## src/rtl/teclado_pkg.sv

```systemverilog
// Shared definitions for the bicycle-rack keypad scanner and wb_Teclado.
package teclado_pkg;

    localparam int NUM_ROWS = 4;
    localparam int NUM_COLS = 4;

    typedef enum logic [1:0] {
        IDLE,
        DEB_PRESS,
        PRESSED,
        DEB_REL
    } scan_state_t;

    function automatic logic [3:0] key_index(
        input logic [1:0] col,
        input logic [1:0] row
    );
        return {col, row};
    endfunction

    // Legend: ASCII symbol printed on the key at index col*4+row.
    function automatic logic [7:0] key_symbol(input logic [3:0] idx);
        logic [7:0] sym;
        sym = "?";
        unique case (idx)
            4'd0:  sym = "1";
            4'd1:  sym = "4";
            4'd2:  sym = "7";
            4'd3:  sym = "*";
            4'd4:  sym = "2";
            4'd5:  sym = "5";
            4'd6:  sym = "8";
            4'd7:  sym = "0";
            4'd8:  sym = "3";
            4'd9:  sym = "6";
            4'd10: sym = "9";
            4'd11: sym = "#";
            4'd12: sym = "A";
            4'd13: sym = "B";
            4'd14: sym = "C";
            4'd15: sym = "D";
        endcase
        return sym;
    endfunction

endpackage

```

## src/rtl/teclado_sync.sv

```systemverilog
// Two-flop synchronizer for the raw keypad row lines.
module teclado_sync (
    input  logic       clk,
    input  logic       reset,
    input  logic [3:0] d,
    output logic [3:0] q
);

    logic [3:0] meta;

    always_ff @(posedge clk or negedge reset) begin
        if (!reset) begin
            meta <= '0;
            q    <= '0;
        end else begin
            meta <= d;
            q    <= meta;
        end
    end

endmodule

```

## src/rtl/teclado_scanner.sv

```systemverilog
// 4x4 keypad column scanner with sweep-level debounce and ghost rejection.
import teclado_pkg::*;

module teclado_scanner #(
    parameter int SCAN_DIV = 4,
    parameter int DEBOUNCE = 3
) (
    input  logic       clk,
    input  logic       reset,
    input  logic [3:0] fila,
    output logic [3:0] columna,
    output logic [3:0] key_code,
    output logic       key_valid,
    output logic       key_held,
    output logic       multi_err
);

    localparam int NKEYS = NUM_ROWS * NUM_COLS;
    localparam int SW = $clog2(SCAN_DIV);
    localparam int CW = $clog2(DEBOUNCE + 1);
    localparam logic [SW-1:0] SLOT_LAST = SW'(SCAN_DIV - 1);
    localparam logic [CW-1:0] DEB_MAX = CW'(DEBOUNCE);
    localparam logic [CW-1:0] CNT_ONE = CW'(1);

    logic [3:0]       rows;
    logic [SW-1:0]    slot;
    logic [1:0]       col;
    logic [NKEYS-1:0] snap;
    logic [NKEYS-1:0] sweep;
    logic             slot_end;
    logic             sweep_end;
    logic [4:0]       hits;
    logic [3:0]       hit_idx;
    logic             single;
    logic             multi;
    scan_state_t      state;
    logic [CW-1:0]    cnt;
    logic [CW-1:0]    cnt_inc;
    logic [3:0]       cand;

    teclado_sync u_sync (
        .clk   (clk),
        .reset (reset),
        .d     (fila),
        .q     (rows)
    );

    assign columna   = 4'b0001 << col;
    assign slot_end  = (slot == SLOT_LAST);
    assign sweep_end = slot_end && (col == 2'd3);
    assign cnt_inc   = cnt + CNT_ONE;

    always_ff @(posedge clk or negedge reset) begin
        if (!reset) begin
            slot <= '0;
            col  <= '0;
            snap <= '0;
        end else if (slot_end) begin
            slot                <= '0;
            col                 <= col + 2'd1;
            snap[{col, 2'b00} +: 4] <= rows;
        end else begin
            slot <= slot + 1'b1;
        end
    end

    // Column 3 is still being sampled on the sweep-end cycle; splice it in.
    always_comb begin
        sweep          = snap;
        sweep[12 +: 4] = rows;
    end

    always_comb begin
        hits    = '0;
        hit_idx = '0;
        for (int i = 0; i < NKEYS; i++) begin
            if (sweep[i]) begin
                hits    = hits + 5'd1;
                hit_idx = 4'(i);
            end
        end
    end

    assign single = (hits == 5'd1);
    assign multi  = (hits > 5'd1);

    always_ff @(posedge clk or negedge reset) begin
        if (!reset) begin
            state     <= IDLE;
            cnt       <= '0;
            cand      <= '0;
            key_code  <= '0;
            key_valid <= 1'b0;
            key_held  <= 1'b0;
            multi_err <= 1'b0;
        end else begin
            key_valid <= 1'b0;
            multi_err <= 1'b0;
            if (sweep_end) begin
                multi_err <= multi;
                unique case (state)
                    IDLE: begin
                        if (single) begin
                            cand <= hit_idx;
                            if (CNT_ONE == DEB_MAX) begin
                                state     <= PRESSED;
                                cnt       <= '0;
                                key_code  <= hit_idx;
                                key_valid <= 1'b1;
                                key_held  <= 1'b1;
                            end else begin
                                state <= DEB_PRESS;
                                cnt   <= CNT_ONE;
                            end
                        end
                    end
                    DEB_PRESS: begin
                        if (single && hit_idx == cand) begin
                            if (cnt_inc == DEB_MAX) begin
                                state     <= PRESSED;
                                cnt       <= '0;
                                key_code  <= cand;
                                key_valid <= 1'b1;
                                key_held  <= 1'b1;
                            end else begin
                                cnt <= cnt_inc;
                            end
                        end else if (single) begin
                            cand <= hit_idx;
                            cnt  <= CNT_ONE;
                        end else begin
                            state <= IDLE;
                            cnt   <= '0;
                        end
                    end
                    PRESSED: begin
                        if (!(single && hit_idx == key_code)) begin
                            if (CNT_ONE == DEB_MAX) begin
                                state    <= IDLE;
                                cnt      <= '0;
                                key_held <= 1'b0;
                            end else begin
                                state <= DEB_REL;
                                cnt   <= CNT_ONE;
                            end
                        end
                    end
                    DEB_REL: begin
                        if (single && hit_idx == key_code) begin
                            state <= PRESSED;
                            cnt   <= '0;
                        end else if (cnt_inc == DEB_MAX) begin
                            state    <= IDLE;
                            cnt      <= '0;
                            key_held <= 1'b0;
                        end else begin
                            cnt <= cnt_inc;
                        end
                    end
                endcase
            end
        end
    end

endmodule

```

## config.mk

```make
export PLATFORM = sky130hd
export DESIGN_NAME = teclado_scanner
export DESIGN_NICKNAME = d
export VERILOG_FILES = /design/src/rtl/teclado_pkg.sv /design/src/rtl/teclado_sync.sv /design/src/rtl/teclado_scanner.sv
export SDC_FILE = /design/constraint.sdc
export NUM_CORES = 1
export LEC_CHECK = 0
export ABC_AREA = 1
export BUFFER_PORTS_ARGS = -buffer_cell sky130_fd_sc_hd__buf_2
export CORE_MARGIN = 10
export CORE_UTILIZATION = 60
export CTS_CLUSTER_DIAMETER = 80
export CTS_CLUSTER_SIZE = 16
export DETAILED_ROUTE_END_ITERATION = 12
export HOLD_SLACK_MARGIN = 0.15
export MAX_ROUTING_LAYER = met4
export PLACE_DENSITY = 0.78
export SYNTH_ARGS = -nofsm -noshare
export SYNTH_HDL_FRONTEND = slang
export SYNTH_SLANG_ARGS = --single-unit
export TNS_END_PERCENT = 20
```

## constraint.sdc

```tcl
create_clock -name clk -period 20.9 [get_ports clk]
set_clock_uncertainty 0.2 [all_clocks]
set_input_delay 1.045 -clock clk [delete_from_list [all_inputs] [get_ports clk]]
set_output_delay 1.045 -clock clk [all_outputs]
set_load 0.02 [all_outputs]
```

* Word-level counts from Yosys, hierarchy flattened *
Index checks and enable logic that the tools add are counted.

operators by class
  add/sub/neg operators = 19
  order comparisons = 1
  equal/unequal tests = 19
  shifts and indexed selects = 3
  multiplexer cells = 60
  reduce and logical (&&, ||, !) cells = 11

operators with widths
  cell                      number
  $add A5 B1 Y5 const B     15
  $mux W5                   15
  $mux W4                   16
  $mux W2                   12
  $bwmux W16                1
  $pmux W2 S4               2
  $shift A4 B6 Y16 const A  1
  $shiftx A4 B6 Y16         1
  $ne A2 B2 Y1 const B      7
  $mux W1                   12
  $reduce_and A6 Y1         2
  $eq A2 B2 Y1 const B      5
  $ne A3 B3 Y1 const B      3
  $eq A4 B4 Y1              2
  $pmux W4 S2               1
  $add A2 B1 Y2 const B     3
  $neg A4 Y6                1
  $reduce_and A3 Y1         2
  $eq A5 B1 Y1 const B      1
  $gt A5 B1 Y1 const B      1
  $reduce_and A4 Y1         1
  $reduce_bool A2 Y1        2
  $shl A1 B2 Y4 const A     1
  $logic_and A1 B1 Y1       3
  3 further kinds           3

storage, ports and cells
  register bits = 43
  logic and storage cells = 125

* Longest topological paths before layout *
  depth in word-level cells = 36
  mapped depth = 60
  mapped depth without buffers = 60

* Cells and area by module *
A second synthesis with hierarchy kept.

second synthesis, totals
  cell total of the unflattened synthesis = 618
  area total of the unflattened synthesis = 4,032.6 µm²

by module, submodules not included
  module           instances  cells an instance  area each (µm²)
  teclado_scanner  1          610                3,832.4
  teclado_sync     1          8                  200.2

* Least setup slack after synthesis *
No wires, ideal clock.

  path kind = reg-to-reg
  from = register snap[0]
  to = register state[0]
  library setup time = 0.117 ns
  data arrival time = 6.815 ns
  required time = 20.583 ns
  setup slack = 13.768 ns
  cell stages (with the launch flop) = 58
  cell sequence = dfrtp_1 > inv_1 > ha_1 > nand2_2 > inv_1 > nor2_1 > ha_1 > or2_2 > nand2_1 > nand2_1 > nand3_1 > nand2_1 > ha_1 > or2_2 > nand2_1 > nand2_1 > nand3_1 > nand2_1 > [... 22 more ...] > nand2_1 > xor2_1 > nand2_1 > nand2_1 > inv_1 > ha_1 > o21ai_2 > inv_2 > nor2_2 > inv_1 > nor2_8 > nand3_2 > nand2_2 > nand2_4 > nor2_4 > nand2_2 > nand2_1 > nand2_1

between the ends
  word-level cells in the longest chain between the ends = 35
  elaborated cells between the ends (all ways) = 43

ends and longest elaborated chain
  item                                                               RTL line                                                                RTL
  from (decl)                                                        teclado_scanner.sv:28                                                   logic [NKEYS-1:0] snap;
  from (signal, indexed assignment)                                  teclado_scanner.sv:61                                                   snap[{col, 2'b00} +: 4] <= rows;
  $mux W1 (*)                                                        teclado_scanner.sv:77                                                   if (sweep[i]) begin
  $add A5 B1 Y5                                                      teclado_scanner.sv:78                                                   hits = hits + 5'd1;
  $mux W5 (*)                                                        teclado_scanner.sv:77
  $add A5 B1 Y5                                                      teclado_scanner.sv:78
  $mux W5 (*)                                                        teclado_scanner.sv:77
  $add A5 B1 Y5                                                      teclado_scanner.sv:78
  $mux W5 (*)                                                        teclado_scanner.sv:77
  $add A5 B1 Y5                                                      teclado_scanner.sv:78
  [... 19 more ...]                                                  n/a
  $add A5 B1 Y5                                                      teclado_scanner.sv:78
  $mux W5 (*)                                                        teclado_scanner.sv:77
  $add A5 B1 Y5                                                      teclado_scanner.sv:78
  $mux W5 (*)                                                        teclado_scanner.sv:77
  $eq A5 B1 Y1 (*)                                                   teclado_scanner.sv:84                                                   assign single = (hits == 5'd1);
  $logic_and A1 B1 Y1, on equally long branches                      teclado_scanner.sv:137, teclado_scanner.sv:149, teclado_scanner.sv:118
  $ne A3 B3 Y1 (no source line), or another cell as far along        n/a
  $reduce_and A6 Y1 (no source line) or $pmux W2 S4 (tied branches)  n/a
  to (signal assigned)                                               teclado_scanner.sv:139                                                  state <= IDLE;
  to (signal assigned)                                               teclado_scanner.sv:150                                                  state <= PRESSED;
  to (signal assigned)                                               teclado_scanner.sv:153                                                  state <= IDLE;
  to (decl)                                                          teclado_scanner.sv:36                                                   scan_state_t state;

Every way passes the cells marked *; elsewhere a longest branch is shown, timed or not.
A chain may end at the register's enable or synchronous reset.

* Worst setup path in the final report *
  from = register snap[0]
  to = register state[1]

The elaborated chain is that of the path after synthesis.

==> metrics.txt <==
Ys Warns=0; GRT Overall Usage=18.5%; number of synthesized register bits=39; vias in the first global route=3659; outcome=finished, final reports clean; I/O Pins=17; total negative setup slack=0 ns; r2r worst-path depth=57; number of fill cells in the layout=593; htree depth=2; CTS Buffer Depth=2; Routed wire per std cell=12.5 µm; Synth Instances=619; global-route wire length before repair=15800 µm; RSZ-0062 raised after global routing=false; Nets=666; layout cells sized above 1=15.2%; VDD IR max=61.6 µV; ant diodes=0; Worst EP arrival=7.92 ns; root buffer cell=clkbuf_8; Syn Area/Cell=6.59 µm²; most frequent cells in the layout=216 x nand2_1, 78 x inv_1, 75 x nand3_1, 39 x dfrtp_1, 32 x nor2_1; Core Rows=29; area grow syn2layout=5.86%; placed insts=706; Critical Path Start Type=register; hold_buf cts=0; largest net degree at the start of global routing=40; Tcrit/Tclk final=38.0%; max layer used=met4; syn nets=649; Final Wtd Congestion=0.852; Clk Latency, worst-skew pair=0.29 ns; Worst path max stage delay=0.39 ns; drt drc=0; commonest non-fill, non-tap cell in the layout=nand2_1; Via density=5.39; global route total overflow=0; initial core utilization=63.1%; CTS tree=done; Worst path most repeated cell=nand2_1; PortBufs=16; core area=6460 µm²; vias=3851; post-route ant nets=0; Die Y=102 µm; cts repair resizes=0; die span in x=102 µm; Final Non-Filler Cells=714; postcts setup bufs=0; area of the die=10500 µm²; worst slew pin tran=0.838 ns; CTS clk-pin slew, worst paths=0.07 ns; Fin. Hold Viols=0; slowest cell on the critical path=dfrtp_1; HP Class=reg2reg; fmax=126 MHz; DP HPWL=7290 µm; leakage=2.50 nW; Cell Area, Synth=4080 µm²; Max-cap violations=0; ys async rst share=100%; met1 WL=4280 µm; Max Fanout on Critical Path=6; wire length on met2=4290 µm; Multi-input gate area=2730 µm²; cts bufs inserted=5; number of DRC markers in iteration 0=188; clk sink count=39; EDFF count, synth=0; PwrDens=65.9 nW/µm²; Critical Path End Type=register; hold path depth=0; register area=976 µm²; Setup-failing EPs final=0; sequential element share of the synthesized area=23.9%; Routed WL=8940 µm; number of distinct library cells after synthesis=39; Final min period=7.94 ns; router iterations before antenna repair=4; relative max-transition margin=44.1%; Worst Path Required=20.89 ns; critical path class=reg2reg; top_reg_cell synth=dfrtp_1; Met3 Routed Length=292 µm; Slew Limit Fails=0; initial antenna violation count=0
[sequential cells by signal (all words and copies together), names as in the netlist]
name and cells:
cnt 2, u_sync.meta 4, key_held 1, multi_err 1
slot 2, key_code 4, key_valid 1, cand 4
snap 12, state 2, u_sync.q 4, col 2
[layout make-up]
type                       count  area share (%)
tap                           77            2.23
sequential                    39            22.6
timing repair buffer          16            1.86
clock buffer                   8            2.32
inverter                      89            7.80
multi-input combinational    485            63.2
[worst max-delay path: cells and delay by family (launching register included)]
kind	cells	cell delay, ns
simple gates	40	4.05
fa+ha+maj	8	2.41
buf+inv	7	0.50
flops	1	0.39
compound gates	1	0.14
xor+xnor	1	0.13
[synthesized netlist by cell type, drive strengths merged (2+ instances only)]
cell	count	share of area [%]
ha	24	7.4
xnor2	2	0.43
nor4	3	0.46
buf	5	0.83
nand4	14	2.5
nor2	36	4.0
or2	6	0.92
nand3b	10	1.8
nand3	91	14
o21ai	15	1.9
nand2	252	28
inv	88	8.2
nor3	2	0.25
dfrtp	39	24
a21oi	7	0.86
o22ai	9	1.4
xor2	8	1.7
[power breakdown]
group | switching (mW) | total [mW] | internal, mW
Clock | 0.0253 | 0.0554 | 0.0301
Sequential | 0.00803 | 0.0896 | 0.0815
Combinational | 0.0927 | 0.140 | 0.0469
[layer usage]
layer	global-route usage, %	vias to the layer above
met1	23.1	1756
li1	-	2022
met4	3.90	0
met5	-	-
met2	31.3	67
met3	2.43	6
[kinds of logic after synthesis]
family	after synthesis	synth area share, %
xor+xnor	10	2.15
flops	39	23.9
buf+inv	95	9.18
compound gates	36	5.16
simple gates	415	52.2
fa+ha+maj	24	7.37
[path summary, 6_finish.rpt]
path | startpoint | end | slack [ns]
min in group asynchronous | reset | cnt[1]$_DFFE_PN0P_ | 0.66
max | snap[0]$_DFFE_PN0P_ | state[1]$_DFFE_PN0P_ | 12.96
min | u_sync.meta[2]$_DFF_PN0_ | u_sync.q[2]$_DFF_PN0_ | 0.15
min reg2reg | u_sync.meta[2]$_DFF_PN0_ | u_sync.q[2]$_DFF_PN0_ | 0.15
max reg2reg | snap[0]$_DFFE_PN0P_ | state[1]$_DFFE_PN0P_ | 12.96
max in group asynchronous | reset | u_sync.meta[2]$_DFF_PN0_ | 19.32
[stage by stage]
step | util, % | hold slack [ns] | power [mW] | instance area, µm² | worst slack [ns]
floorplan | - | 0.131 | 0.204 | 4080 | 13.77
global placement | 65.3 | 0.133 | 0.225 | 4220 | 13.24
detailed placement | 65.3 | 0.142 | 0.229 | 4220 | 13.06
CTS | 66.8 | 0.158 | 0.285 | 4320 | 12.98
global route | 66.8 | 0.163 | 0.312 | 4320 | 12.24
finish | 66.8 | 0.154 | 0.285 | 4320 | 12.96
(Power assumes the default switching activity.)
